<file path="src/rtl/led_sequencer.sv">
// -----------------------------------------------------------------------------
// led_sequencer
//
// Blinks an LED a programmable number of times. A command gives the blink
// count, the on-time and the off-time. Times are counted in ticks, and one
// tick is CLK_DIV clock cycles. A count of 0 blinks until aborted.
//
// Ports
//   clock      in   single clock; all state changes on its rising edge
//   reset_n    in   synchronous, active-low reset
//   cmd_valid  in   a blink command is presented
//   cmd_ready  out  the sequencer can accept a command (idle, no abort)
//   cmd_count  in   number of blinks, 0 = continuous
//   cmd_on     in   LED-on duration in ticks (0 is treated as 1)
//   cmd_off    in   LED-off duration in ticks (0 is treated as 1)
//   abort      in   terminate the active sequence
//   led        out  registered LED drive, high only in the ON state
//   busy       out  a sequence is active
//   done       out  one-cycle pulse in the first idle cycle after a sequence
// -----------------------------------------------------------------------------
module led_sequencer #(
  parameter int CLK_DIV = 4,
  parameter int TIME_W  = 8,
  parameter int COUNT_W = 4
) (
  input  logic               clock,
  input  logic               reset_n,
  input  logic               cmd_valid,
  output logic               cmd_ready,
  input  logic [COUNT_W-1:0] cmd_count,
  input  logic [TIME_W-1:0]  cmd_on,
  input  logic [TIME_W-1:0]  cmd_off,
  input  logic               abort,
  output logic               led,
  output logic               busy,
  output logic               done
);

  localparam int PRE_W = (CLK_DIV > 2) ? $clog2(CLK_DIV) : 1;
  localparam logic [PRE_W-1:0] PRE_LAST = PRE_W'(CLK_DIV - 1);

  localparam logic [1:0] ST_IDLE = 2'd0;
  localparam logic [1:0] ST_ON   = 2'd1;
  localparam logic [1:0] ST_OFF  = 2'd2;

  logic [1:0]         state;
  logic [1:0]         state_nxt;
  logic               finish;
  logic [PRE_W-1:0]   presc;
  logic [TIME_W-1:0]  tcnt;      // ticks left in the current phase, never 0 while active
  logic [TIME_W-1:0]  on_len;
  logic [TIME_W-1:0]  off_len;
  logic [COUNT_W-1:0] blinks;    // blinks left; 0 means continuous

  logic accept;
  logic tick;
  logic phase_end;

  // A zero duration would otherwise underflow the phase counter.
  function automatic logic [TIME_W-1:0] at_least_one(input logic [TIME_W-1:0] t);
    return (t == '0) ? TIME_W'(1) : t;
  endfunction

  // Gated by reset_n so the handshake stays closed while reset is asserted.
  assign cmd_ready = reset_n && (state == ST_IDLE) && !abort;
  assign accept    = cmd_valid && cmd_ready;
  assign tick      = (presc == PRE_LAST);
  assign phase_end = tick && (tcnt == TIME_W'(1));

  // NOTE: every output of a combinational block gets a default first, so no
  // path leaves it unassigned and no latch is inferred.
  always_comb begin
    state_nxt = state;
    finish    = 1'b0;
    case (state)
      ST_IDLE: begin
        if (accept) state_nxt = ST_ON;
      end
      ST_ON: begin
        if (abort) begin
          state_nxt = ST_IDLE;
          finish    = 1'b1;
        end else if (phase_end) begin
          state_nxt = ST_OFF;
        end
      end
      ST_OFF: begin
        if (abort) begin
          state_nxt = ST_IDLE;
          finish    = 1'b1;
        end else if (phase_end) begin
          // One blink left means this OFF phase was the last one.
          if (blinks == COUNT_W'(1)) begin
            state_nxt = ST_IDLE;
            finish    = 1'b1;
          end else begin
            state_nxt = ST_ON;
          end
        end
      end
      default: state_nxt = ST_IDLE;
    endcase
  end

  // NOTE: sequential state uses non-blocking assignments so every register
  // samples the pre-edge values, independent of statement order.
  always_ff @(posedge clock) begin
    if (!reset_n) begin
      state   <= ST_IDLE;
      led     <= 1'b0;
      busy    <= 1'b0;
      done    <= 1'b0;
      presc   <= '0;
      tcnt    <= '0;
      on_len  <= '0;
      off_len <= '0;
      blinks  <= '0;
    end else begin
      state <= state_nxt;
      // Outputs are registered from the next state so they line up with it.
      led   <= (state_nxt == ST_ON);
      busy  <= (state_nxt != ST_IDLE);
      done  <= finish;

      // Free-running prescaler, restarted on accept so the first phase is exact.
      if (accept || tick) presc <= '0;
      else                presc <= presc + 1'b1;

      case (state)
        ST_IDLE: begin
          if (accept) begin
            on_len  <= at_least_one(cmd_on);
            off_len <= at_least_one(cmd_off);
            blinks  <= cmd_count;
            tcnt    <= at_least_one(cmd_on);
          end
        end
        ST_ON: begin
          if (tick) begin
            if (tcnt == TIME_W'(1)) tcnt <= off_len;
            else                    tcnt <= tcnt - 1'b1;
          end
        end
        ST_OFF: begin
          if (tick) begin
            if (tcnt == TIME_W'(1)) begin
              tcnt <= on_len;
              // Continuous mode keeps blinks at 0 so it never terminates.
              if (blinks != '0) blinks <= blinks - 1'b1;
            end else begin
              tcnt <= tcnt - 1'b1;
            end
          end
        end
        default: ;
      endcase
    end
  end

endmodule

</file>
<file path="config.mk">
export PLATFORM = sky130hd
export DESIGN_NAME = led_sequencer
export DESIGN_NICKNAME = d
export VERILOG_FILES = /design/src/rtl/led_sequencer.sv
export SDC_FILE = /design/constraint.sdc
export NUM_CORES = 1
export LEC_CHECK = 0
export ABC_AREA = 1
export BUFFER_PORTS_ARGS = -buffer_cell sky130_fd_sc_hd__buf_2
export CAP_MARGIN = 20
export CORE_ASPECT_RATIO = 1.2
export CORE_UTILIZATION = 55
export DETAILED_ROUTE_END_ITERATION = 8
export PLACE_DENSITY = 0.77
export REMOVE_ABC_BUFFERS = 1
export SLEW_MARGIN = 10
export SYNTH_ARGS = -nofsm -noshare
export SYNTH_HDL_FRONTEND = slang
export SYNTH_SLANG_ARGS = --single-unit
</file>
<file path="constraint.sdc">
create_clock -name clock -period 1.9 [get_ports clock]
set_input_delay 0.19 -clock clock [delete_from_list [all_inputs] [get_ports clock]]
set_output_delay 0.19 -clock clock [all_outputs]
set_load 0.02 [all_outputs]
</file>
After elaboration in Yosys (flattened, before gate mapping)
Cells that the tools add are included.
Widths: inputs -> output; s select.
{"block": "classes", "add_sub_neg": 3, "multipliers": 0, "n_div": 0, "n_lt_le_gt_ge": 0, "eq_ne": 11, "shifts": 0, "n_mux": 25, "n_bitwise": 1, "n_reduce_logical": 17}
{"cell": "$mux 8", "count": 7}
{"cell": "$pmux 8 s3", "count": 1}
{"cell": "$logic_not 8->1", "count": 2}
{"cell": "$mux 4", "count": 4}
{"cell": "$mux 2", "count": 5}
{"cell": "$ne 2x2->1 const B", "count": 5}
{"cell": "$eq 8x1->1 const B", "count": 1}
{"cell": "$pmux 4 s2", "count": 1}
{"cell": "$sub 8x1->8 const B", "count": 1}
{"cell": "$pmux 2 s3", "count": 1}
{"cell": "$mux 1", "count": 5}
{"cell": "$reduce_and 5->1", "count": 1}
{"cell": "$eq 2x1->1 const B", "count": 2}
{"cell": "$eq 2x2->1 const B", "count": 2}
{"cell": "$eq 4x1->1 const B", "count": 1}
{"cell": "$logic_and 1x1->1", "count": 4}
{"cell": "$reduce_and 4->1", "count": 1}
{"cell": "$reduce_bool 2->1", "count": 2}
{"cell": "$reduce_bool 4->1", "count": 1}
{"cell": "$sub 4x1->4 const B", "count": 1}
{"cell": "$reduce_bool 3->1", "count": 1}
{"cell": "$add 2x1->2 const B", "count": 1}
{"cell": "$logic_not 2->1", "count": 1}
{"cell": "$pmux 1 s2", "count": 1}
{"cell": "other kinds (5)", "count": 5}
{"block": "word_totals", "reg_bits": 35, "latchBits": 0, "ram_bits": 0, "rom_bits": 0, "output_inout_bits": 4, "memories": 0}

Logic depth before layout (Yosys ltp)
{"block": "logic_depth", "word_depth": 7, "ltp_mapped": 10, "ltp_nobuf": 10}

Worst setup path after synthesis
OpenSTA, ideal clock, no wires.
{"block": "synth_timing", "kind": "reg2reg", "startpoint": "register state[1]", "endpoint": "register tcnt[1]", "setup_ns": 0.122, "t_arrival_ns": 1.402, "required_ns": 1.778, "path_slack_ns": 0.376, "stages_incl_launch_ff": 10, "n_path_buf": 1, "period_less_slack_ns": 1.524, "cell_sequence": "dfxtp_1 inv_1 ha_1 nor2_2 nor2_2 nor2_1 nand2b_1 buf_6 a21oi_2 a21oi_2"}
{"block": "synth_between", "elab_chain_len": 6, "word_cells_on_any_way": 12, "cone_classes": "5 x eq/ne; 1 x mux; 6 x reduce/logical"}
{"element": "from (decl)", "line": "46", "text": "logic [1:0] state;"}
{"element": "from (signal assigned)", "line": "119", "text": "state <= state_nxt;"}
{"element": "$logic_not 2->1", "line": "65, 129"}
{"element": "$logic_and 1x1->1 (2 in a row)", "line": "65", "text": "assign cmd_ready = reset_n && (state == ST_IDLE) && !abort;"}
{"element": "$logic_and 1x1->1", "line": "66", "text": "assign accept = cmd_valid && cmd_ready;"}
{"element": "$ne 2x2->1 (no line)"}
{"element": "$reduce_and 4->1 (no line)"}
{"element": "to (signal assigned)", "line": "135", "text": "tcnt <= at_least_one(cmd_on);"}
{"element": "to (signal assigned)", "line": "140", "text": "if (tcnt == TIME_W'(1)) tcnt <= off_len;"}
{"element": "to (signal assigned)", "line": "141", "text": "else tcnt <= tcnt - 1'b1;"}
{"element": "to (decl)", "line": "50", "text": "logic [TIME_W-1:0] tcnt;"}
Several ways; a longest one is shown, not always the timed one.
A chain may end at the register's enable or synchronous reset.

Final worst setup path
{"block": "layout_timing", "startpoint": "register state[1]", "endpoint": "register off_len[0]"}
{"block": "layout_between", "elab_chain_len": 5}
{"element": "$logic_not 2->1 (*)", "line": "65, 129"}
{"element": "$logic_and 1x1->1 (2 in a row)", "line": "65"}
{"element": "$logic_and 1x1->1", "line": "66"}
{"element": "$reduce_and 2->1 (no line) (*)"}
{"element": "to (signal assigned)", "line": "133", "text": "off_len <= at_least_one(cmd_off);"}
{"element": "to (decl)", "line": "52", "text": "logic [TIME_W-1:0] off_len;"}
Every way passes the cells marked *; elsewhere a longest branch is shown, timed or not.

==> impl_metrics.sql <==
INSERT INTO impl_metrics (metric_group, metric, value, unit) VALUES
('final_layout', 'final_common_cell', 'sky130_fd_sc_hd__nand2_1', ''),
('placed_design', 'placed_cells_incl_taps', '377', ''),
('drt', 'ant_nets', '0', ''),
('placed_design', 'globalplace.congestion', '0.846', ''),
('sta', 'timing.clock.skew', '11.5', 'ps'),
('die', 'core_area', '3660', 'um2'),
('grt', 'global_route.usage.met2', '39.3', '%'),
('grt', 'grt_overflow', '0', ''),
('final_layout', 'synthToLayoutAreaGrowth', '13.1', '%'),
('power_and_ir_drop', 'static_leak', '1.10', 'nW'),
('placed_design', 'detailed_place_hpwl', '3540', 'um'),
('drt', 'route.vias.total', '1964', ''),
('power_and_ir_drop', 'power-per-cell-area', '737', 'nW/um2'),
('synthesis', 'asyncSetResetFlopFracSynth', '0', '%'),
('synthesis', 'syn_avg_cell_area', '7.08', 'um2'),
('sta', 'post-route-min-period', '1710', 'ps'),
('synthesis', 'ys_seq_elements', '35', ''),
('drt', 'finalWirelength', '4570', 'um'),
('grt', 'grt_pass1_vias', '1816', ''),
('cts', 'cts_max_level', '2', ''),
('cts', 'clock_latency', '290', 'ps'),
('synthesis', 'synthesis.area', '2120', 'um2'),
('grt', 'groute.layer.met1.usage', '30.0', '%'),
('sta', 'final_min_period_over_clock_period', '89.8', '%'),
('final_layout', 'antenna_cells_inserted', '0', ''),
('synthesis', 'dominantRegCellSynth', 'sky130_fd_sc_hd__dfxtp_1', ''),
('grt', 'first_pass_grt_wire_length', '7710', 'um'),
('power_and_ir_drop', 'power.ir.vdd_worst', '0.000539', 'V'),
('run_status', 'status', 'finished clean', ''),
('grt', 'grt_start_max_net_pins', '16', ''),
('cts', 'postCtsSetupRepairBufs', '0', ''),
('setup_path', 'startpoint_type', 'register', ''),
('grt', 'track_usage', '24.3', '%'),
('final_layout', 'final-instance-count-excl-fill', '384', ''),
('synthesis', 'library_cells_used_by_synthesis', '34', ''),
('cts', 'clock_buffer_depth', '2', ''),
('cts', 'path_clk_slew', '60', 'ps'),
('die', 'fp.dieH', '70.1', 'um'),
('final_layout', 'net_count_final', '366', ''),
('grt', 'grt_most_used_layer', 'met2', ''),
('die', 'i_o_pin_count', '28', ''),
('cts', 'clk_root_buffer_cell', 'sky130_fd_sc_hd__clkbuf_8', ''),
('setup_path', 'maximum_net_fanout_on_the_critical_path', '9', ''),
('placed_design', 'numPortBuffers', '27', ''),
('cts', 'cts.hold.buffers_added', '0', ''),
('sta', 'slew_headroom', '73.2', '%'),
('setup_path', 'worst_ep_required_time', '2080', 'ps'),
('cts', 'cts.repair.resized', '0', ''),
('synthesis', 'synth_cells', '300', ''),
('die', 'die_w', '58.7', 'um'),
('drt', 'routedWlPerCell', '11.9', 'um'),
('cts', 'tritoncts', 'built', ''),
('grt', 'gr-usage-met3', '5.37', '%'),
('sta', 'maxSlewViolCount', '0', ''),
('synthesis', 'synth-edff-count', '0', ''),
('sta', 'tightest_slew', '402', 'ps'),
('flow_run', 'drv_cap', '0', ''),
('sta', 'fmaxAchievable', '586', 'MHz'),
('final_layout', 'layout.cells.most_common_list', 'sky130_fd_sc_hd__nand2_1 (66), sky130_fd_sc_hd__inv_1 (37), sky130_fd_sc_hd__dfxtp_1 (35), sky130_fd_sc_hd__o21ai_0 (31), sky130_fd_sc_hd__nor2_1 (28)', ''),
('setup_path', 'critical_path_arrival', '1880', 'ps'),
('die', 'placement_rows', '24', ''),
('hold_path', 'hold_path_class', 'in -> reg', ''),
('synthesis', 'synth_sequential_area_ratio', '33.0', '%'),
('final_layout', 'layout-drive-gt1-share', '23.5', '%'),
('setup_path', 'worst-setup-path-type', 'reg -> reg', ''),
('drt', 'viasPerCell', '5.11', ''),
('cts', 'clock_sinks', '35', ''),
('die', 'start_util', '58.0', '%'),
('sta', 'hold_viol_final', '0', ''),
('sta', 'setup_repair_after_global_routing_missed_its_margin', 'false', ''),
('drt', 'drcViolationCount', '0', ''),
('drt', 'drt_pre_antenna_iters', '4', ''),
('setup_path', 'timing.critical_path.to_type', 'register', ''),
('synthesis', 'yosysWarningCount', '0', ''),
('sta', 'fin_setup_tns', '0', 'ps'),
('die', 'overall_die_area', '4110', 'um2'),
('drt', 'detail_route.iter0.violations', '96', ''),
('sta', 'timing.final.setup_violations', '0', ''),
('grt', 'grt_antenna_before_repair', '0', ''),
('cts', 'cts_made_buffers', '5', ''),
('sta', 'fin_worst_hold_slack', '113', 'ps');
-- final cells by class --
| cell class | instances | area (um2) |
|---|---|---|
| clock buffer | 6 | 82.6 |
| clock inverter | 1 | 5.00 |
| fill | 340 | 1260 |
| inverter | 42 | 163 |
| multi-input combinational | 214 | 1200 |
| sequential | 35 | 701 |
| tap | 52 | 65.1 |
| timing repair buffer | 34 | 188 |
-- metrics by stage --
stage	utilization [%]	area [um2]	worst slack [ps]	power [mW]
after floorplan	-	2060	88.8	1.12
after global placement	63.1	2310	229	1.23
after detailed placement	63.1	2310	198	1.24
after CTS	65.5	2400	181	1.78
after global routing	65.5	2400	6.99	1.87
final	65.5	2400	194	1.77
-- cells in the mapped netlist, types with 2 or more instances --
master | number | area (um2)
sky130_fd_sc_hd__nand4_1 | 2 | 12.5
sky130_fd_sc_hd__nor3_1 | 3 | 15.0
sky130_fd_sc_hd__inv_1 | 37 | 139
sky130_fd_sc_hd__inv_2 | 2 | 7.51
sky130_fd_sc_hd__o22ai_1 | 8 | 50.1
sky130_fd_sc_hd__a21oi_1 | 7 | 35.0
sky130_fd_sc_hd__nand2_1 | 66 | 248
sky130_fd_sc_hd__o21ai_0 | 31 | 155
sky130_fd_sc_hd__nand3_1 | 20 | 100
sky130_fd_sc_hd__nor2_2 | 5 | 31.3
sky130_fd_sc_hd__buf_2 | 4 | 20.0
sky130_fd_sc_hd__inv_4 | 2 | 12.5
sky130_fd_sc_hd__buf_6 | 3 | 33.8
sky130_fd_sc_hd__nor2_1 | 28 | 105
sky130_fd_sc_hd__ha_1 | 10 | 125
sky130_fd_sc_hd__a21oi_2 | 16 | 140
sky130_fd_sc_hd__nand2_2 | 4 | 25.0
sky130_fd_sc_hd__nor3_4 | 2 | 32.5
sky130_fd_sc_hd__dfxtp_1 | 35 | 701
-- critical path, stage by stage, from the launching register on --
cell                       delay [ps]
sky130_fd_sc_hd__dfxtp_1          400
sky130_fd_sc_hd__inv_1            100
sky130_fd_sc_hd__ha_1             230
sky130_fd_sc_hd__inv_1            180
sky130_fd_sc_hd__nor3_4            60
sky130_fd_sc_hd__nand2_2          110
sky130_fd_sc_hd__clkinv_1         230
sky130_fd_sc_hd__o21ai_0          220
sky130_fd_sc_hd__nor2_1            60
-- cells by family after synthesis --
| family | Yosys count | synth area share (%) |
|---|---|---|
| buffers and inverters | 51 | 10.7 |
| AO/OA/AOI/OAI | 66 | 19.9 |
| AND/OR/NAND/NOR | 136 | 29.6 |
| flip-flops | 35 | 33.0 |
| adder cells (fa/ha/maj) | 10 | 5.89 |
| XOR/XNOR | 2 | 0.825 |
-- routing by layer --
metal	up-vias	share of wire, %
met5	-	0
met1	866	46
met4	0	2.4
met3	12	4.8
met2	52	47
li1	1034	-
-- flip-flops by register name, summed over array words and instances (netlist names) --
signal / cells
off_len: 8
on_len: 8
tcnt: 8
blinks: 4
presc: 2
state: 2
busy: 1
done: 1
led: 1
-- power breakdown --
group | switching (mW) | leakage, nW | internal (mW)
Combinational | 0.256 | 0.768 | 0.153
Sequential | 0.0361 | 0.287 | 0.786
Clock | 0.254 | 0.0470 | 0.284
-- worst paths after layout --
| path | startpoint | to | slack [ps] | cells after the start |
|---|---|---|---|---|
| worst min register to register | presc[0]$_SDFF_PP0_ | presc[0]$_SDFF_PP0_ | 430 | 1 |
| worst max-delay path | state[1]$_SDFF_PN0_ | off_len[0]$_SDFFE_PN0P_ | 190 | 8 |
| worst max register to register | state[1]$_SDFF_PN0_ | off_len[0]$_SDFFE_PN0P_ | 190 | 8 |
| worst min-delay path | cmd_off[1] | off_len[1]$_SDFFE_PN0P_ | 110 | 3 |
Power figures use the tool's default switching activity.
